**src/rtl/uart_irq_sched.sv**
```systemverilog
// Interrupt scheduler sharing one interrupt line among NCH UART channels.
// Level requests are masked, then handed out one at a time through a
// claim/acknowledge handshake with round-robin fairness. A holdoff timer,
// loaded on each completed service, delays the next interrupt.
//
// Handshake: claim_rd is a one-cycle strobe; exactly one cycle later
// rsp_valid pulses for one cycle, with claim_ok/claim_id describing the
// result. claim_ok and claim_id hold until the next response. Only one claim
// is outstanding at a time; it ends with an ack_wr whose ack_id matches
// claim_id. Mismatched acks, and acks outside CLAIMED, are ignored.
module uart_irq_sched #(
    parameter int NCH   = 8,
    parameter int IDW   = $clog2(NCH),
    parameter int CNT_W = 16
) (
    input  logic             CLK,
    input  logic             reset,
    input  logic [NCH-1:0]   req,
    input  logic             mask_wr,
    input  logic [NCH-1:0]   mask_wdata,
    input  logic             coal_wr,
    input  logic [CNT_W-1:0] coal_wdata,
    input  logic             claim_rd,
    input  logic             ack_wr,
    input  logic [IDW-1:0]   ack_id,
    output logic             irq,
    output logic             rsp_valid,
    output logic             claim_ok,
    output logic [IDW-1:0]   claim_id,
    output logic [NCH-1:0]   in_service,
    output logic [NCH-1:0]   pending
);

    typedef enum logic [1:0] {
        IDLE    = 2'd0,
        ASSERT  = 2'd1,
        CLAIMED = 2'd2
    } state_t;

    state_t           state_q, state_d;
    logic [NCH-1:0]   mask_q;
    logic [CNT_W-1:0] coal_q;
    logic [CNT_W-1:0] hold_q, hold_d;
    logic [IDW-1:0]   ptr_q, ptr_d;
    logic             irq_q, irq_d;
    logic             rsp_valid_q, rsp_valid_d;
    logic             claim_ok_q, claim_ok_d;
    logic [IDW-1:0]   claim_id_q, claim_id_d;
    logic [NCH-1:0]   in_service_q, in_service_d;

    logic             grant_found;
    logic [IDW-1:0]   grant_id;
    logic [IDW-1:0]   scan_idx;

    // Channels eligible for service right now.
    assign pending    = req & ~mask_q & ~in_service_q;

    assign irq        = irq_q;
    assign rsp_valid  = rsp_valid_q;
    assign claim_ok   = claim_ok_q;
    assign claim_id   = claim_id_q;
    assign in_service = in_service_q;

    // Host configuration registers; a write becomes visible the next cycle.
    always_ff @(posedge CLK) begin
        if (reset) begin
            mask_q <= '1;
            coal_q <= '0;
        end else begin
            if (mask_wr) mask_q <= mask_wdata;
            if (coal_wr) coal_q <= coal_wdata;
        end
    end

    // Round-robin search: first pending channel at or above ptr, wrapping.
    // NCH is a power of two, so the IDW-bit add wraps modulo NCH for free.
    always_comb begin
        grant_found = 1'b0;
        grant_id    = '0;
        scan_idx    = '0;
        for (int i = 0; i < NCH; i++) begin
            scan_idx = ptr_q + IDW'(i);
            if (!grant_found && pending[scan_idx]) begin
                grant_found = 1'b1;
                grant_id    = scan_idx;
            end
        end
    end

    // Next-state and registered-output logic for the claim state machine.
    always_comb begin
        state_d      = state_q;
        irq_d        = 1'b0;
        rsp_valid_d  = 1'b0;
        claim_ok_d   = claim_ok_q;
        claim_id_d   = claim_id_q;
        in_service_d = in_service_q;
        ptr_d        = ptr_q;
        hold_d       = (hold_q != '0) ? hold_q - 1'b1 : hold_q;

        case (state_q)
            IDLE: begin
                if (claim_rd) begin
                    rsp_valid_d = 1'b1;
                    claim_ok_d  = 1'b0;
                end
                if ((|pending) && (hold_q == '0)) begin
                    state_d = ASSERT;
                    irq_d   = 1'b1;
                end
            end
            ASSERT: begin
                if (claim_rd) begin
                    rsp_valid_d = 1'b1;
                    if (grant_found) begin
                        claim_ok_d             = 1'b1;
                        claim_id_d             = grant_id;
                        in_service_d           = '0;
                        in_service_d[grant_id] = 1'b1;
                        ptr_d                  = grant_id + 1'b1;
                        state_d                = CLAIMED;
                    end else begin
                        claim_ok_d = 1'b0;
                        state_d    = IDLE;
                    end
                end else if (!(|pending)) begin
                    state_d = IDLE;
                end else begin
                    irq_d = 1'b1;
                end
            end
            CLAIMED: begin
                // A claim here is refused even when it arrives with the ack.
                if (claim_rd) begin
                    rsp_valid_d = 1'b1;
                    claim_ok_d  = 1'b0;
                end
                if (ack_wr && (ack_id == claim_id_q)) begin
                    in_service_d = '0;
                    hold_d       = coal_q;
                    state_d      = IDLE;
                end
            end
            default: state_d = IDLE;
        endcase
    end

    // State and output registers; reset drops any outstanding claim.
    always_ff @(posedge CLK) begin
        if (reset) begin
            state_q      <= IDLE;
            hold_q       <= '0;
            ptr_q        <= '0;
            irq_q        <= 1'b0;
            rsp_valid_q  <= 1'b0;
            claim_ok_q   <= 1'b0;
            claim_id_q   <= '0;
            in_service_q <= '0;
        end else begin
            state_q      <= state_d;
            hold_q       <= hold_d;
            ptr_q        <= ptr_d;
            irq_q        <= irq_d;
            rsp_valid_q  <= rsp_valid_d;
            claim_ok_q   <= claim_ok_d;
            claim_id_q   <= claim_id_d;
            in_service_q <= in_service_d;
        end
    end

endmodule

```
**config.mk**
```make
export PLATFORM = sky130hd
export DESIGN_NAME = uart_irq_sched
export DESIGN_NICKNAME = d
export VERILOG_FILES = /design/src/rtl/uart_irq_sched.sv
export SDC_FILE = /design/constraint.sdc
export NUM_CORES = 1
export LEC_CHECK = 0
export CORE_ASPECT_RATIO = 0.5
export CORE_MARGIN = 4
export CORE_UTILIZATION = 45
export DETAILED_ROUTE_END_ITERATION = 12
export HOLD_SLACK_MARGIN = 0.12
export PLACE_DENSITY = 0.76
export SLEW_MARGIN = 20
export SYNTH_ARGS = -nofsm -noshare
export SYNTH_HDL_FRONTEND = slang
export SYNTH_SLANG_ARGS = --single-unit
```
**constraint.sdc**
```tcl
create_clock -name CLK -period 4.6 [get_ports CLK]
set_clock_uncertainty 0.05 [all_clocks]
set_input_delay 0.46 -clock CLK [delete_from_list [all_inputs] [get_ports CLK]]
set_output_delay 0.46 -clock CLK [all_outputs]
set_load 0.05 [all_outputs]
```
### Word level (Yosys, flattened, before mapping)

Cells that the tools add are included.

| cells by class | value |
|---|---|
| magnitude comparators | 10 |
| multiplexer cells | 56 |
| add/sub/neg operators | 9 |
| equality and inequality tests | 9 |
| bitwise logic cells | 5 |
| reductions and logical operators | 30 |

Operators with widths:

| kind | number |
|---|---|
| 2-to-1 mux 16 bit | 3 |
| less-than comparator 3 x 4 -> 1 bit, second input constant | 9 |
| binary-select mux 1 bit (select 3 bit) | 8 |
| 2-to-1 mux 1 bit | 24 |
| 2-to-1 mux 3 bit | 8 |
| 2-to-1 mux 8 bit | 3 |
| AND 8 bit | 2 |
| logical NOT 16 bit | 1 |
| inverter 8 bit | 2 |
| case mux 8 bit (2 select lines) | 1 |
| nonzero test 16 bit | 1 |
| subtractor 16 x 1 -> 16 bit, second input constant | 1 |
| adder 3 bit, second input constant | 4 |
| logical AND 1 bit | 10 |
| 2-to-1 mux 2 bit | 5 |
| AND reduction 3 bit | 3 |
| inequality test 2 bit, second input constant | 4 |
| OR reduction 8 bit | 1 |
| logical NOT 1 bit | 7 |
| adder 3 x 1 -> 3 bit, second input constant | 2 |
| adder 3 x 2 -> 3 bit, second input constant | 2 |
| case mux 2 bit (3 select lines) | 1 |
| case mux 1 bit (2 select lines) | 2 |
| AND reduction 4 bit | 1 |
| other kinds (12) | 14 |

| word-level totals | value |
|---|---|
| output and inout bits | 22 |
| flip-flop bits (word level) | 59 |
| input port bits | 41 |

### Longest topological paths before layout

Gate-level depths: netlist (run 1).

| depth | value |
|---|---|
| depth in word-level cells | 34 |
| gate-level depth with buffers | 16 |

### Worst setup path before layout (run 1)

Ideal clock, no wire load.

| timing path | value |
|---|---|
| kind | register to register |
| start point | register ptr_q[1] |
| end point | register ptr_q[2] |
| arrival | 3858 ps |
| cell stages (with the launch flop) | 17 |
| period minus slack after synthesis | 4028 ps |
| data required time | 4430 ps |
| path slack | 572 ps |
| cell sequence | dfxtp_1 > buf_2 > buf_1 > clkbuf_1 > inv_1 > ha_1 > buf_4 > inv_1 > buf_2 > mux4_2 > mux2i_1 > or2b_1 > a21oi_1 > a311oi_2 > nor2_2 > and2_4 > a211o_1 |

| between the ends | value |
|---|---|
| cells in the longest elaborated chain, start to end | 25 |

RTL lines:

| item | RTL line | text |
|---|---|---|
| from (decl) | 44 | `logic [IDW-1:0] ptr_q, ptr_d;` |
| from (signal assigned) | 162 | `ptr_q <= ptr_d;` |
| branches (longest 25 deep; another with adder 3 x 1 -> 3 bit) | -- |  |

Several ways; the timed one is not identified. The select of a mux whose other input is x is not followed.
A chain may end at the register's enable or synchronous reset.

### Final worst setup path (run 1)

| timing path | value |
|---|---|
| start point | register ptr_q[0] |
| end point | register in_service_q[5] (netlist: in_service[5]) |

| between the ends | value |
|---|---|
| cells in the longest elaborated chain, start to end | 31 |

RTL lines:

| item | RTL line | text |
|---|---|---|
| branches (longest 31 deep; another with adder 3 x 1 -> 3 bit) | -- |  |
| to (signal assigned) | 167 | `in_service_q <= in_service_d;` |
| to (decl) | 49 | `logic [NCH-1:0] in_service_q, in_service_d;` |

Several ways; the timed one is not identified. The select of a mux whose other input is x is not followed.

==> results of run 1 <==
[cell families after synthesis]
logic type                 synth area share, %
muxes                                     16.3
xor gates and xnor gates                  5.15
AOI/OAI and AO/OA                         18.4
and+or+nand+nor                           20.6
buffers and inverters                     5.12
adders and majority gates                 1.40
DFF                                       33.1
[metal layers]
metal / vias up / GRT usage (%) / share of wire [%]
li1: 1555 / - / -
met2: 94 / 30.0 / 47
met4: 0 / 5.13 / 1.1
met3: 11 / 6.04 / 6.0
met1: 1479 / 24.8 / 46
met5: - / 0 / 0
[tightest hold or removal path: stages, from the launching register on]
cell and delay (ns):
sky130_fd_sc_hd__dfxtp_1 0.33, sky130_fd_sc_hd__mux2i_1 0.07, sky130_fd_sc_hd__nand2_1 0.06
[cell type report]
class	instances	area [um^2]
multi-input cells	290	2210
fillers	681	2970
well taps	108	135
clock buffers	9	225
inverters	21	85.1
clock inverters	7	43.8
flip-flops and latches	59	1180
repair buffers	68	666
[per-stage QoR]
stage               util (%)  worst slack (ns)  cell area (um^2)  total power, uW  cells
global placement        56.9             0.816              4270             1200    546
global route            60.5             0.486              4540             1910    562
detailed placement      56.9             0.771              4270             1210    546
CTS                     60.5             0.807              4540             1820    562
finish                  60.5             0.822              4540             1800    562
floorplan                  -             0.572              3570             1080    391
[layout by cell type, fill, tap and decap left out, types with 3 or more instances in the layout]
cell type / instances
sky130_fd_sc_hd__a211oi_1: 24
sky130_fd_sc_hd__a21oi_1: 13
sky130_fd_sc_hd__a22o_1: 7
sky130_fd_sc_hd__a31oi_1: 6
sky130_fd_sc_hd__and2_1: 3
sky130_fd_sc_hd__and3_1: 3
sky130_fd_sc_hd__buf_4: 6
sky130_fd_sc_hd__clkbuf_16: 9
sky130_fd_sc_hd__clkdlybuf4s50_1: 62
sky130_fd_sc_hd__clkinv_2: 5
sky130_fd_sc_hd__dfxtp_1: 59
sky130_fd_sc_hd__ha_1: 4
sky130_fd_sc_hd__inv_1: 17
sky130_fd_sc_hd__mux2i_1: 39
sky130_fd_sc_hd__mux4_2: 8
sky130_fd_sc_hd__nand2_1: 25
sky130_fd_sc_hd__nand2b_1: 3
sky130_fd_sc_hd__nand3_1: 5
sky130_fd_sc_hd__nor2_1: 46
sky130_fd_sc_hd__nor2b_1: 4
sky130_fd_sc_hd__nor3_1: 5
sky130_fd_sc_hd__nor4b_2: 3
sky130_fd_sc_hd__o2111ai_1: 4
sky130_fd_sc_hd__o21ai_0: 6
sky130_fd_sc_hd__or3_1: 4
sky130_fd_sc_hd__or3b_1: 3
sky130_fd_sc_hd__or3b_4: 4
sky130_fd_sc_hd__or4_1: 4
sky130_fd_sc_hd__xnor2_1: 11
sky130_fd_sc_hd__xor2_1: 10
[state kept, by name, indices dropped and copies added (netlist names)]
signal and cells:
irq 1, ptr_q 3, claim_ok 1, rsp_valid 1, hold_q 16, state_q 2, mask_q 8, coal_q 16
claim_id 3, in_service 8
[final timing paths]
check | endpoint | slack (ns) | startpoint | cells past startpoint
worst max-delay path | in_service[5] | 0.82 | ptr_q[0] | 12
worst min-delay path | mask_q[5] | 0.44 | mask_q[5] | 2
worst max register to register | in_service[5] | 0.82 | ptr_q[0] | 12
worst min register to register | mask_q[5] | 0.44 | mask_q[5] | 2
[power by group]
group | total, uW | switching (uW) | internal [uW]
Combinational | 577 | 306 | 271
Sequential | 625 | 48.8 | 577
Clock | 598 | 237 | 361
[cells in the mapped netlist, drive strengths merged (2+ instances only)]
cell,number,area [um^2]
a21oi,14,73.8
or2,2,12.5
inv,19,71.3
o31ai,2,15.0
o211ai,3,27.5
or3b,9,88.8
a211oi,24,180
nor4,3,25.0
a22oi,2,15.0
o211a,2,20.0
clkinv,2,13.8
or4,5,41.3
a31oi,6,37.5
nand3,5,25.0
nor2,47,179
nand4,2,12.5
clkbuf,10,37.5
and2b,2,15.0
o311ai,2,17.5
buf,11,60.1
and2,4,27.5
nand2b,3,18.8
nand2,25,93.8
mux2i,39,390
xor2,10,87.6
a22o,7,61.3
nor4b,4,53.8
xnor2,11,96.3
mux4,8,180
a211o,2,17.5
nor3,5,25.0
nor2b,4,25.0
ha,4,50.1
or3,4,25.0
dfxtp,59,1180
and3,3,18.8
o2111ai,4,35.0
a2111oi,2,18.8
o21ai,6,30.0
a311oi,3,50.1
==> results_dict.tcl, run 1 <==
set metrics [dict create \
    syn_nets 436 \
    slew_viol_final 0 \
    cts-resized-gates 0 \
    antenna-diode-count 0 \
    power_density_mw_per_mm2 396 \
    grt_overflow 0 \
    start_kind "flop" \
    worst_ir_drop_vdd_uv 234 \
    worst-endpoint-arrival_ns 3.95 \
    synthesis.area_per_instance_um2 9.13 \
    floorplan.die_area_mm2 0.00951 \
    fin_crit_sh_pct 82.1 \
    hold_violations 0 \
    place_hpwl_um 6460 \
    detail_route.iter0.violations 202 \
    fmaxAchievable_ghz 0.265 \
    synth_edf_count 0 \
    cp_common_cell "sky130_fd_sc_hd__nand2_1" \
    critical-path-top-delay-family "simple AND/OR/NAND/NOR gates" \
    cts-htree-levels 3 \
    crit_path_max_incr_delay_ns 0.57 \
    outcome "finished, final reports clean" \
    cp_data_required_time_ns 4.77 \
    route.detailed.drc 0 \
    number_of_synthesis_warnings 0 \
    clock_sinks 59 \
    timing.max_cap.violations 0 \
    max_slew_margin_pct 32.7 \
    start_util_pct 47.5 \
    critical_path_peak_fanout 12 \
    die_h_um 71.0 \
    setup_viol_count_final 0 \
    class_of_the_worst_hold_path "flop to flop" \
    cp_cell_sequence "inv_2, ha_1, buf_4, inv_1, mux4_2, mux2i_1, nand2_1, nor4_2, a21oi_2, nor3b_2, nand2_1, o31ai_1" \
    totalNegativeSetupSlack_ns 0 \
    grt_setup_unrepaired "false" \
    drt_first_pass_iters 4 \
    clkTransAtPathRegs_ns 0.05 \
    grt_first_pass_wirelength_um 14400 \
    count_of_vias_placed_by_the_detailed_router 3139 \
    number_of_top_level_design_ports 63 \
    grt_pass1_vias 2863 \
    leakage_power_uw 0.00185 \
    grt_start_max_net_pins 42 \
    initial_antenna_violation_count 0 \
    cts_hold_repair.buffers 0 \
    synth_async_sr_flop_share_pct 0 \
    post_cts.repair.setup_buffers 0 \
    final_antenna_net_count 0 \
    routed_wire_length_per_instance_um 15.9 \
    synth_cell_types 70 \
    die_width_um 134 \
    final_wtd_congestion 0.881 \
    cts-root-buf "sky130_fd_sc_hd__clkbuf_16" \
    synth_cells 391 \
    synthesis.area_mm2 0.00357 \
    floorplan.core_area_mm2 0.00751 \
    timing.critical_path.slowest_stage_cell "sky130_fd_sc_hd__mux4_2" \
    detail_route.wirelength_um 8910 \
    cp-end-kind "flop" \
    place.port_buffers 62 \
    crit_buf_inv 3 \
    synth-main-ff-cell "sky130_fd_sc_hd__dfxtp_1" \
    flow.area_growth_from_synthesis_pct 27.2 \
    track_usage_pct 18.8 \
    timing_worst_slew_pin_value_ns 1.01 \
    clock_insertion_delay_worst_skew_ns 0.33 \
    path_class "flop to flop" \
    drive_above_1_share_pct 12.3 \
    via_count_normalized_by_instance_count 5.59 \
    layout.nets 494 \
    yosys_register_bits 59 \
    final.hold.worst_slack_ns 0.438 \
    period_minus_slack_ns 3.78 \
    tritoncts "yes" \
    ctsLongestPathBuffers 2 \
    cts_buf_count 9 \
    std_cell_rows 22 \
    yosysSeqAreaShare_pct 33.1 \
]
Note: power is estimated with default switching activity, not from simulation.
==> run 2: changes to the inputs <==
clock period = 3.75 ns   (was 4.6 ns; I/O delays follow)
==> run 2 against run 1 <==
Net effect:
- global-route usage up 0.63 points
- worst hold slack worse by 0.012 ns
- routed wire length up 2.4%
- register-to-register slack worse by 0.53 ns
- cell area up 3.1%
- critical path depth down 1
- via count up 1.5%
- combinational power up 27%
- worst setup slack worse by 0.53 ns
- count of clock-buffer cells in the layout up 4
- sequential share of layout area down 0.78 points
- power up 34%
- critical endpoint is now ptr_q[2]
- highest routed layer unchanged
==> results_dict.tcl, run 2 (synthesized netlist as in run 1, its figures left out) <==
set metrics [dict create \
    post_cts.repair.setup_buffers 0 \
    cp-end-kind "flop" \
    seqCellArea_mm2 0.00118 \
    antenna-diode-count 0 \
    drt_first_pass_iters 5 \
    worst-endpoint-arrival_ns 3.68 \
    drive_above_1_share_pct 14.0 \
    max_slew_margin_pct 31.9 \
    setup_viol_count_final 0 \
    cts_hold_repair.buffers 0 \
    mostFrequentLayoutCell "sky130_fd_sc_hd__clkdlybuf4s50_1" \
    grt_setup_unrepaired "false" \
    cts_buf_count 9 \
    number_of_top_level_design_ports 63 \
    start_util_pct 47.5 \
    initial_antenna_violation_count 0 \
    critical_path_peak_fanout 25 \
    fmaxAchievable_ghz 0.289 \
    fin_crit_sh_pct 92.3 \
    place_hpwl_um 6530 \
    std_cell_rows 22 \
    leakage_power_uw 0.00192 \
    cts-root-buf "sky130_fd_sc_hd__clkbuf_16" \
    worst_ir_drop_vdd_uv 254 \
    cts-resized-gates 0 \
    detail_route.wirelength_um 9120 \
    final_wtd_congestion 0.924 \
    layout_top_registers "coal_q (16), hold_q (16)" \
    routed_wire_length_per_instance_um 16.0 \
    finish.utilization_pct 62.3 \
    via_count_normalized_by_instance_count 5.58 \
    period_minus_slack_ns 3.46 \
    clock_insertion_delay_worst_skew_ns 0.33 \
    cts-htree-levels 3 \
    power_density_mw_per_mm2 516 \
    grt_start_max_net_pins 42 \
    total_area_of_multi_input_combinational_cells_mm2 0.00221 \
    timing_worst_slew_pin_value_ns 1.02 \
    path_class "flop to flop" \
    count_of_vias_placed_by_the_detailed_router 3186 \
    grt_first_pass_wirelength_um 14900 \
    floorplan.core_area_mm2 0.00751 \
    ctsLongestPathBuffers 2 \
    outcome "finished, final reports clean" \
    detail_route.iter0.violations 222 \
    clkTransAtPathRegs_ns 0.05 \
    layout.nets 503 \
    layout.filler_cells 631 \
    flow.area_growth_from_synthesis_pct 31.2 \
    grt_pass1_vias 3049 \
    slew_viol_final 0 \
    tritoncts "yes" \
    timing.max_cap.violations 0 \
    cp_data_required_time_ns 3.97 \
    track_usage_pct 19.4 \
    class_of_the_worst_hold_path "flop to flop" \
    route.detailed.drc 0 \
    hold_violations 0 \
    place.port_buffers 62 \
    grt_overflow 0 \
    final_antenna_net_count 0 \
    layout.cells.most_common_list "sky130_fd_sc_hd__clkdlybuf4s50_1 (62), sky130_fd_sc_hd__dfxtp_1 (59), sky130_fd_sc_hd__nor2_1 (46)" \
    floorplan.die_area_mm2 0.00951 \
    clock_sinks 59 \
    die_width_um 134 \
    start_kind "flop" \
    final.hold.worst_slack_ns 0.426 \
    die_h_um 71.0 \
    totalNegativeSetupSlack_ns 0 \
]
==> run 2: area by class of cell <==
type,count,area share (%)
Clock buffer,13,5.77
Clock inverter,3,1.47
Inverter,21,1.82
Multi-Input combinational cell,290,47.2
Sequential cell,59,25.2
Tap cell,108,2.88
Timing Repair Buffer,77,15.7
==> run 2: worst paths after layout <==
check	to	depth (start not counted)	from	slack, ns
setup / recovery	ptr_q[2]	11	ptr_q[1]	0.29
hold reg to reg	mask_q[5]	2	mask_q[5]	0.43
hold / removal	mask_q[5]	2	mask_q[5]	0.43
setup reg to reg	ptr_q[2]	11	ptr_q[1]	0.29
==> run 2: critical path: stages (launching register included) <==
cell	delay [ns]
sky130_fd_sc_hd__dfxtp_1	0.31
sky130_fd_sc_hd__buf_4	0.22
sky130_fd_sc_hd__nor4b_2	0.47
sky130_fd_sc_hd__a2111oi_1	0.12
sky130_fd_sc_hd__or4_4	0.56
sky130_fd_sc_hd__and3_1	0.21
sky130_fd_sc_hd__or2_0	0.36
sky130_fd_sc_hd__buf_4	0.23
sky130_fd_sc_hd__o211ai_2	0.23
sky130_fd_sc_hd__nand2_1	0.18
sky130_fd_sc_hd__a211oi_1	0.29
sky130_fd_sc_hd__a211o_1	0.15
==> run 2: metrics by stage <==
stage / total power [uW] / instance area, um^2 / worst slack, ns / cells
2_1_floorplan: 1330 / 3580 / 0.0268 / 391
3_3_place_gp: 1490 / 4350 / 0.168 / 555
3_5_place_dp: 1510 / 4350 / 0.0759 / 555
4_1_cts: 2430 / 4680 / 0.343 / 571
5_1_grt: 2550 / 4680 / 0.0824 / 571
6_report: 2420 / 4680 / 0.287 / 571
==> run 2: per-layer routing <==
layer,GRT usage (%),routed length [um],vias to the layer above
met1,24.8,4230,1496
met4,6.61,91,0
met2,31.5,4310,95
met5,0,0,-
li1,-,-,1583
met3,6.18,492,12
==> run 2: power by group <==
group,switching [uW],internal [uW],total (uW),leakage [uW]
Sequential,60.4,707,768,0.000483
Combinational,385,347,732,0.00127
Clock,280,637,916,0.000166
Total,725,1690,2420,0.00192
